### config.mk
export PLATFORM = sky130hd
export DESIGN_NAME = wide_add_seq
export DESIGN_NICKNAME = d
export VERILOG_FILES = /design/src/rtl/add_seq_pkg.sv /design/src/rtl/wide_add_seq_cla16.sv /design/src/rtl/wide_add_seq.sv
export SDC_FILE = /design/constraint.sdc
export NUM_CORES = 1
export LEC_CHECK = 0
export ABC_AREA = 1
export BUFFER_PORTS_ARGS = -buffer_cell sky130_fd_sc_hd__buf_2
export CORE_MARGIN = 8
export CORE_UTILIZATION = 50
export CTS_CLUSTER_DIAMETER = 50
export CTS_CLUSTER_SIZE = 40
export DETAILED_ROUTE_END_ITERATION = 10
export GPL_TIMING_DRIVEN = 0
export PLACE_DENSITY_LB_ADDON = 0.25
export SLEW_MARGIN = 15
export SYNTH_ARGS = -nofsm -noshare
export SYNTH_HDL_FRONTEND = slang
export SYNTH_SLANG_ARGS = --single-unit
### constraint.sdc
create_clock -name clk -period 4.3 [get_ports clk]
set_clock_uncertainty 0.2 [all_clocks]
set_input_delay 0.43 -clock clk [delete_from_list [all_inputs] [get_ports clk]]
set_output_delay 0.43 -clock clk [all_outputs]
set_load 0.1 [all_outputs]
### src/rtl/add_seq_pkg.sv
// add_seq_pkg
// Shared definitions for the sequential wide adder. It holds the slice width
// that the CLA and the top-level slice mux use, and the controller state
// encoding.
package add_seq_pkg;

  localparam int SLICE_W = 16;

  typedef enum logic [1:0] {
    IDLE = 2'd0,
    RUN  = 2'd1,
    DONE = 2'd2
  } state_e;

endpackage

### src/rtl/wide_add_seq_cla16.sv
// cla16
// 16-bit two-level carry-lookahead adder. Bits are grouped into four 4-bit
// blocks. Block generate/propagate terms give the block carries directly, and
// those carries then produce the bit carries inside each block.
// Ports:
//   a_i, b_i : 16-bit addends
//   cin_i    : carry into bit 0
//   sum_o    : 16-bit sum
//   cout_o   : carry out of bit 15
module cla16 (
  input  logic [15:0] a_i,
  input  logic [15:0] b_i,
  input  logic        cin_i,
  output logic [15:0] sum_o,
  output logic        cout_o
);

  logic [15:0] g;
  logic [15:0] p;
  logic [15:0] c;
  logic [3:0]  gg;
  logic [3:0]  gp;
  logic [4:0]  gc;

  assign g = a_i & b_i;
  assign p = a_i ^ b_i;

  always_comb begin
    gg = '0;
    gp = '0;
    gc = '0;
    c  = '0;
    for (int k = 0; k < 4; k++) begin
      gg[k] = g[4*k+3]
            | (p[4*k+3] & g[4*k+2])
            | (p[4*k+3] & p[4*k+2] & g[4*k+1])
            | (p[4*k+3] & p[4*k+2] & p[4*k+1] & g[4*k]);
      gp[k] = &p[4*k +: 4];
    end
    // Block carries are formed in parallel from cin, not rippled block to block.
    gc[0] = cin_i;
    gc[1] = gg[0] | (gp[0] & cin_i);
    gc[2] = gg[1] | (gp[1] & gg[0]) | (gp[1] & gp[0] & cin_i);
    gc[3] = gg[2] | (gp[2] & gg[1]) | (gp[2] & gp[1] & gg[0])
          | (gp[2] & gp[1] & gp[0] & cin_i);
    gc[4] = gg[3] | (gp[3] & gg[2]) | (gp[3] & gp[2] & gg[1])
          | (gp[3] & gp[2] & gp[1] & gg[0])
          | (gp[3] & gp[2] & gp[1] & gp[0] & cin_i);
    for (int k = 0; k < 4; k++) begin
      c[4*k]   = gc[k];
      c[4*k+1] = g[4*k] | (p[4*k] & gc[k]);
      c[4*k+2] = g[4*k+1] | (p[4*k+1] & g[4*k]) | (p[4*k+1] & p[4*k] & gc[k]);
      c[4*k+3] = g[4*k+2] | (p[4*k+2] & g[4*k+1])
               | (p[4*k+2] & p[4*k+1] & g[4*k])
               | (p[4*k+2] & p[4*k+1] & p[4*k] & gc[k]);
    end
  end

  assign sum_o  = p ^ c;
  assign cout_o = gc[4];

endmodule

### src/rtl/wide_add_seq.sv
// wide_add_seq
// Sequential W = 16*NWORD bit adder/subtractor. It uses one shared 16-bit CLA
// slice and processes one slice per cycle, starting with the LSB slice.
// Subtraction is done as A + ~B + 1: the carry register is seeded with 'sub'.
// Ports:
//   clk, rst            : clock, synchronous active-high reset
//   in_valid / in_ready : request handshake (accepted only in IDLE)
//   a, b, sub           : operands and operation select (1 = A-B)
//   out_valid/out_ready : result handshake (held in DONE)
//   sum, cout, ovf      : result, carry out of the MSB, signed overflow
module wide_add_seq
  import add_seq_pkg::*;
#(
  parameter int NWORD = 4
) (
  input  logic                   clk,
  input  logic                   rst,
  input  logic                   in_valid,
  output logic                   in_ready,
  input  logic [SLICE_W*NWORD-1:0] a,
  input  logic [SLICE_W*NWORD-1:0] b,
  input  logic                   sub,
  output logic                   out_valid,
  input  logic                   out_ready,
  output logic [SLICE_W*NWORD-1:0] sum,
  output logic                   cout,
  output logic                   ovf
);

  localparam int W     = SLICE_W * NWORD;
  localparam int IDX_W = $clog2(NWORD);

  state_e             state_q, state_d;
  logic [W-1:0]       a_q, b_q;
  logic [W-1:0]       sum_q;
  logic               carry_q;
  logic               cout_q;
  logic               ovf_q;
  logic [IDX_W-1:0]   idx_q;

  logic [SLICE_W-1:0] sl_a, sl_b, sl_sum;
  logic               sl_cout;
  logic               last;

  assign last = (idx_q == IDX_W'(NWORD - 1));

  // Slice mux: the low four offset bits are zero because slices are 16 bits wide.
  assign sl_a = a_q[{idx_q, 4'd0} +: SLICE_W];
  assign sl_b = b_q[{idx_q, 4'd0} +: SLICE_W];

  cla16 u_cla (
    .a_i    (sl_a),
    .b_i    (sl_b),
    .cin_i  (carry_q),
    .sum_o  (sl_sum),
    .cout_o (sl_cout)
  );

  // State register
  always_ff @(posedge clk) begin
    if (rst) state_q <= IDLE;
    else     state_q <= state_d;
  end

  // Next-state logic
  always_comb begin
    state_d = state_q;
    case (state_q)
      IDLE:    if (in_valid)  state_d = RUN;
      RUN:     if (last)      state_d = DONE;
      DONE:    if (out_ready) state_d = IDLE;
      default:                state_d = IDLE;
    endcase
  end

  // Outputs decode from registered state only, so there is no combinational
  // path from the handshake inputs to any output.
  always_comb begin
    in_ready  = (state_q == IDLE);
    out_valid = (state_q == DONE);
  end

  // Operand registers are data only. They are loaded on accept and not reset.
  always_ff @(posedge clk) begin
    if (state_q == IDLE && in_valid) begin
      a_q <= a;
      b_q <= b ^ {W{sub}};
    end
  end

  // Slice datapath control and result registers
  always_ff @(posedge clk) begin
    if (rst) begin
      idx_q   <= '0;
      carry_q <= 1'b0;
      sum_q   <= '0;
      cout_q  <= 1'b0;
      ovf_q   <= 1'b0;
    end else begin
      case (state_q)
        IDLE: begin
          if (in_valid) begin
            carry_q <= sub;
            idx_q   <= '0;
          end
        end
        RUN: begin
          sum_q[{idx_q, 4'd0} +: SLICE_W] <= sl_sum;
          carry_q <= sl_cout;
          if (last) begin
            cout_q <= sl_cout;
            // Operands of equal sign that give a result of the opposite sign.
            ovf_q  <= (a_q[W-1] ~^ b_q[W-1]) & (sl_sum[SLICE_W-1] ^ a_q[W-1]);
          end else begin
            idx_q  <= idx_q + 1'b1;
          end
        end
        default: ;
      endcase
    end
  end

  assign sum  = sum_q;
  assign cout = cout_q;
  assign ovf  = ovf_q;

endmodule
Yosys cells after proc, flatten, opt, wreduce, memory -nomap -nowiden. Index checks and enable logic that the tools add are counted. W data, S select, Z words.

Equality and inequality tests: 7. Mux-type cells: 10. Reduce and logical (&&, ||, !) cells: 11. Add/sub/neg operators: 2. Shift-type cells: 4. Bitwise logic cells: 125.

Operators by type and width (count): $shiftx A64 B7 Y16 (2); $and A1 B1 Y1 (73); $bwmux W64 (1); $shift A16 B8 Y64 const A (1); $shiftx A16 B8 Y64 (1); $xor A64 B64 Y64 (1); $or A1 B1 Y1 (46); $xor A16 B16 Y16 (2); $and A16 B16 Y16 (1); $reduce_and A4 Y1 (4); $mux W2 (5); $neg A6 Y8 (1); $ne A2 B2 Y1 const B (3); $pmux W2 S3 (1); $reduce_and A3 Y1 (2); $eq A2 B2 Y1 const B (2); $pmux W2 S2 (1); $reduce_and A2 Y1 (2); $add A2 B1 Y2 const B (1); $eq A2 B1 Y1 const B (1); $logic_not A2 Y1 (1); $ne A2 B1 Y1 const B (1); $pmux W1 S2 (1); $reduce_bool A2 Y1 (1); 4 further kinds (4).

Logic and storage cells: 167. Output and inout port bits: 68. Input bits: 133. Flip-flop bits (word level): 199.

Depth between registers and ports, before layout.
Word-level depth: 15. Mapped depth: 20. Gate-level depth less buffers: 18.

Hierarchy. A second synthesis with hierarchy kept.

Cells, all modules: 909. Area, all modules: 9083.7 µm².

By module, submodules not included: wide_add_seq (seq. area each 5265.0 µm², instances 1, area each 8295.5 µm², cells an instance 784); cla16 (seq. area each 0.0 µm², instances 1, area each 788.3 µm², cells an instance 125).

Least setup slack after synthesis. Ideal clock, no wire load.

Path type: register -> register. From: reg state_q[1]. To: reg a_q[0], enable pin. Arrival time: 4.432 ns. Required time: 3.619 ns. Clock period less this slack: 5.113 ns. Setup time: 0.481 ns. Path buffers: 0. Cell stages (with the launch flop): 4. Setup slack: -0.813 ns. Cells stage by stage: dfxtp_1 nor2_1 nand2_1 inv_1.

Word-level cells in the longest chain between the ends: 2.

RTL lines: from (decl) (RTL line wide_add_seq.sv:33) `state_e state_q, state_d;`; from (signal assigned) (RTL line wide_add_seq.sv:62) `else state_q <= state_d;`; $logic_not A2 Y1; via in_ready (RTL line wide_add_seq.sv:19) `output logic in_ready,`; $logic_and A1 B1 Y1 (RTL line wide_add_seq.sv:85) `if (state_q == IDLE && in_valid) begin`; to (signal assigned) (RTL line wide_add_seq.sv:86) `a_q <= a;`; to (decl) (RTL line wide_add_seq.sv:34) `logic [W-1:0] a_q, b_q;`.

The timed path passes the listed nets, and every way through them passes these cells. A chain may end at the register's enable or synchronous reset.

Worst setup path in the final report.
From: reg idx_q[0]. To: reg sum_q[25] (netlist: sum[25]).

Word-level cells in the longest chain between the ends: 15. Elaborated cells on any way between the ends: 111. Classes of those cells: add/sub: 1; shift: 4; mux: 1; bitwise: 102; reduce/logical: 3.

RTL lines: from (decl) (RTL line wide_add_seq.sv:39) `logic [IDX_W-1:0] idx_q;`; from (signal assigned) (RTL line wide_add_seq.sv:115) `idx_q <= idx_q + 1'b1;`; $shiftx A64 B7 Y16, on equally long branches (RTL line wide_add_seq.sv:48, wide_add_seq.sv:49); $xor A16 B16 Y16 / $and A16 B16 Y16 (equally long branches) (RTL line wide_add_seq_cla16.sv:26, wide_add_seq_cla16.sv:25); $and A1 B1 Y1, on equally long branches (RTL line wide_add_seq_cla16.sv:35, wide_add_seq_cla16.sv:36, wide_add_seq_cla16.sv:37); $or A1 B1 Y1, or another cell as far along (RTL line wide_add_seq_cla16.sv:35) `| (p[4*k+3] & g[4*k+2])`; $or A1 B1 Y1 / $and A1 B1 Y1 (equally long branches) (RTL line wide_add_seq_cla16.sv:36, wide_add_seq_cla16.sv:37); $or A1 B1 Y1 (RTL line wide_add_seq_cla16.sv:37) `| (p[4*k+3] & p[4*k+2] & p[4*k+1] & g[4*k]);`; $and A1 B1 Y1 (RTL line wide_add_seq_cla16.sv:44) `gc[3] = gg[2] | (gp[2] & gg[1]) | (gp[2] & gp[1] & gg[0])`; $or A1 B1 Y1 (2 in series) (RTL line wide_add_seq_cla16.sv:44); $or A1 B1 Y1 (RTL line wide_add_seq_cla16.sv:45) `| (gp[2] & gp[1] & gp[0] & cin_i);`; $and A1 B1 Y1, on equally long branches (RTL line wide_add_seq_cla16.sv:51, wide_add_seq_cla16.sv:52, wide_add_seq_cla16.sv:55); $or A1 B1 Y1, on equally long branches (RTL line wide_add_seq_cla16.sv:51, wide_add_seq_cla16.sv:52, wide_add_seq_cla16.sv:55); $xor A16 B16 Y16 (RTL line wide_add_seq_cla16.sv:59) `assign sum_o = p ^ c;`; $shiftx A16 B8 Y64 (RTL line wide_add_seq.sv:108) `sum_q[{idx_q, 4'd0} +: SLICE_W] <= sl_sum;`; $bwmux W64 (*) (RTL line wide_add_seq.sv:108); to (signal, indexed assignment) (RTL line wide_add_seq.sv:108); to (decl) (RTL line wide_add_seq.sv:35) `logic [W-1:0] sum_q;`.

Every way passes the cells marked *; elsewhere a longest branch is shown, timed or not.

==> flow_summary.ini <==
[status]
outcome = completed

[synth]
synth_top_cells_by_count = 134 x nand2_1, 128 x edfxtp_1, 84 x nor2_1
ys_ff_latch = 199
syn_area_per_cell_sq_um = 10.4
synthMuxAreaShare = 0
synth_adder_area_share = 0.0404
synthMostInstantiatedCell = nand2_1
synthSimpleGateAreaFrac = 0.136
yosysUniqueCellTypes = 37
synth_area_leaders = edfxtp_1 44%, dfxtp_1 16%, xor2_1 6.5%, nand2_1 5.7%, a21oi_1 3.7%
ys.warnings.count = 0
synth_ff_type = edfxtp_1
ys_seq_area_frac = 0.599
synth-compound-area-share = 0.117
syn-instance-count = 844
synth_top_area_frac = 0.437
synth_area_sq_um = 8790
syn-num-nets = 1003
synthXorXnorAreaFrac = 0.0678
synth_top_cell_by_area = edfxtp_1
async_flop_share = 0
synth_top_family_by_area = simple AND/OR/NAND/NOR gates
synth_edf_count = 128

[clock_tree]
clockBufferDepth = 2
clk_pin_slew_ns = 0.07
cts_tree = done
htree_levels = 4
cts_buffers = 17
clk_latency_ns = 0.43
cts_sinks = 199
cts_root_buf = clkbuf_16

[routing]
drt_iter0_markers = 618
drt.antenna.violating_nets = 0
vias_per_cell = 5.28
wl_per_cell_um = 18.0
drt-total-wl_um = 24600
drtPass1Iterations = 5
num_vias = 7217
drcViolationCount = 0

[critical_path]
cp_common_cell = nand2_1
path_max_fanout = 12
path_cells = inv_1, buf_2, buf_2, nor2_1, o22ai_1, ha_1, inv_1, nand2_1, nand3_1, nand2_1, nand2_1, nand2_1, fa_1, xnor2_1, nor3_1, a22oi_1, nor2_1
r2r_setup_slack_ns = 0.17
startpoint = idx_q[0]$_SDFFE_PP0P_
cp.required_ns = 4.40
cp-end-kind = flop
slowest_delay_ns = 0.45
endpoint = sum[25]$_SDFFE_PP0P_
reg2regPathDepth = 17
cp_data_arrival_time_ns = 4.23
crit_type = flop to flop
crit_path_start_kind = flop
cpMaxStageDelayCell = dfxtp_1
reg2reg_to = sum[25]$_SDFFE_PP0P_
worstReg2RegStart = idx_q[0]$_SDFFE_PP0P_

[sta]
post-route-period-util = 0.960
fin_crit_ns = 4.13
relSlewSlack = 0.444
rsz0062_at_grt = no
finalSetupTns_ns = 0
drv_slew = 0
hold_viol_final = 0
clock.fmax_mhz = 242
setup_viol_count_final = 0
worstMarginPinSlew_ns = 0.834

[grt]
grt_pass1_wl_um = 38100
grt_start_max_net_pins = 41
grt.total_usage = 0.223
antenna_found_initial = 1
first_global_vias = 7239
overflow = 0

[finish]
multi_input_area_sq_um = 3180
regArea_sq_um = 5270
nets = 1287
synthToLayoutAreaGrowth_pct = 29.3
layout-drive-gt1-share = 0.233
n_fill_cell = 1401
fin_area_sq_um = 11400

[place]
routabilityCongestion = 0.832
placed_cell_area_sq_um = 10100
numPortBuffers = 198
dpl.hpwl_um = 17500

[power_and_ir_drop]
p_per_area_nw_per_um2 = 427
leakage_nw = 4.73
vdd_ir_drop_max_uv = 294

[floorplanning]
dieArea_sq_um = 22100
rows = 48
core_area_sq_um = 17200
die_h_um = 149
initial_utilization = 0.510
die_x_um = 149
ios = 201

[hold_path]
min_path_type = primary input to flop

[flow_run]
drv_cap = 0
final cells by class:
cell class | count | area share
Inverter | 39 | 0.0132
Timing Repair Buffer | 265 | 0.150
Sequential cell | 199 | 0.463
Clock buffer | 23 | 0.0448
Tap cell | 225 | 0.0248
Buffer | 49 | 0.0187
Clock inverter | 8 | 0.00551
Antenna cell | 1 | 0.000220
Multi-Input combinational cell | 557 | 0.280
stage by stage:
step | instances | worst slack [ns] | utilization | hold WS (ns) | power, mW
floorplan | 844 | 0.294 | - | 0.329 | 2.93
global placement | 1267 | 0.0202 | 0.584 | 0.250 | 3.26
CTS | 1365 | 0.0513 | 0.658 | 0.0684 | 4.84
global route | 1366 | 0.0362 | 0.659 | 0.0816 | 5.04
finish | 1366 | 0.172 | 0.659 | 0.0783 | 4.85
detailed placement | 1270 | 0.0363 | 0.588 | 0.252 | 3.28
layer usage:
metal | GRT usage | vias to the layer above | routed length (um)
met4 | 0.0617 | 0 | 430
met1 | 0.277 | 3397 | 10100
met5 | 0 | - | 0
met3 | 0.0580 | 29 | 2060
li1 | - | 3501 | -
met2 | 0.375 | 290 | 12000
worst max-delay path, delay by kind of cell, from the launching register on:
family / cells / cell delay (ns)
AO/OA/AOI/OAI: 2 / 0.42
XOR/XNOR: 1 / 0.38
adder cells (fa/ha/maj): 2 / 0.75
buffers and inverters: 4 / 0.97
flip-flops: 1 / 0.45
AND/OR/NAND/NOR: 8 / 0.81
power by group:
part           switching [mW]  internal [mW]
sequential             0.0342           2.16
combinational           0.757          0.353
clock                   0.702          0.842
total                    1.49           3.35
worst min path at each step:
stage | endpoint | from | depth (start not counted) | slack (ns)
after floorplan | a_q[0]$_DFFE_PP_ | a[0] | 0 | 0.33
after global placement | sum[2]$_SDFFE_PP0P_ | sum[2]$_SDFFE_PP0P_ | 2 | 0.25
after detailed placement | sum[62]$_SDFFE_PP0P_ | sum[62]$_SDFFE_PP0P_ | 2 | 0.25
after CTS | state_q[1]$_SDFFE_PP0P_ | out_ready | 4 | 0.07
after global routing | b_q[7]$_DFFE_PP_ | b[7] | 2 | 0.08
final | state_q[1]$_SDFFE_PP0P_ | out_ready | 4 | 0.08
sequential cells by signal (all words and copies together), names as in the netlist:
name / cells
idx_q: 2
state_q: 2
cout: 1
ovf: 1
a_q: 64
carry_q: 1
b_q: 64
sum: 64
cells in the final DEF, fill, tap and decap left out, drive strengths merged:
cell type    count
a211oi           2
a21o             3
a21oi           65
a221oi           1
a22oi           11
a31oi            3
a32oi            3
and2             1
and3             2
buf            217
clkbuf          56
clkinv           6
clkinvlp         1
dfxtp           71
diode            1
dlygate4sd3     64
edfxtp         128
fa               4
ha              22
inv             40
nand2          140
nand3           26
nand4           16
nor2            87
nor3             6
nor4             1
o211ai           1
o21ai           63
o21bai           2
o22ai           30
xnor2            3
xor2            65
what timing repair did:
action / 4_1_cts / 5_1_grt
pin swaps: 0 / 0
hold endpoints to repair: 64 / 0
hold buffers: 64 / 0
endpoints found under the setup margin: 1 / 14
resized for setup: 1 / 12
setup buffers: 0 / 0
cells by family after synthesis:
| family | Yosys count |
|---|---|
| AOI/OAI and AO/OA | 184 |
| xor gates and xnor gates | 68 |
| adders and majority gates | 26 |
| buffers and inverters | 88 |
| DFF | 199 |
| and+or+nand+nor | 279 |
(Power assumes the default switching activity.)
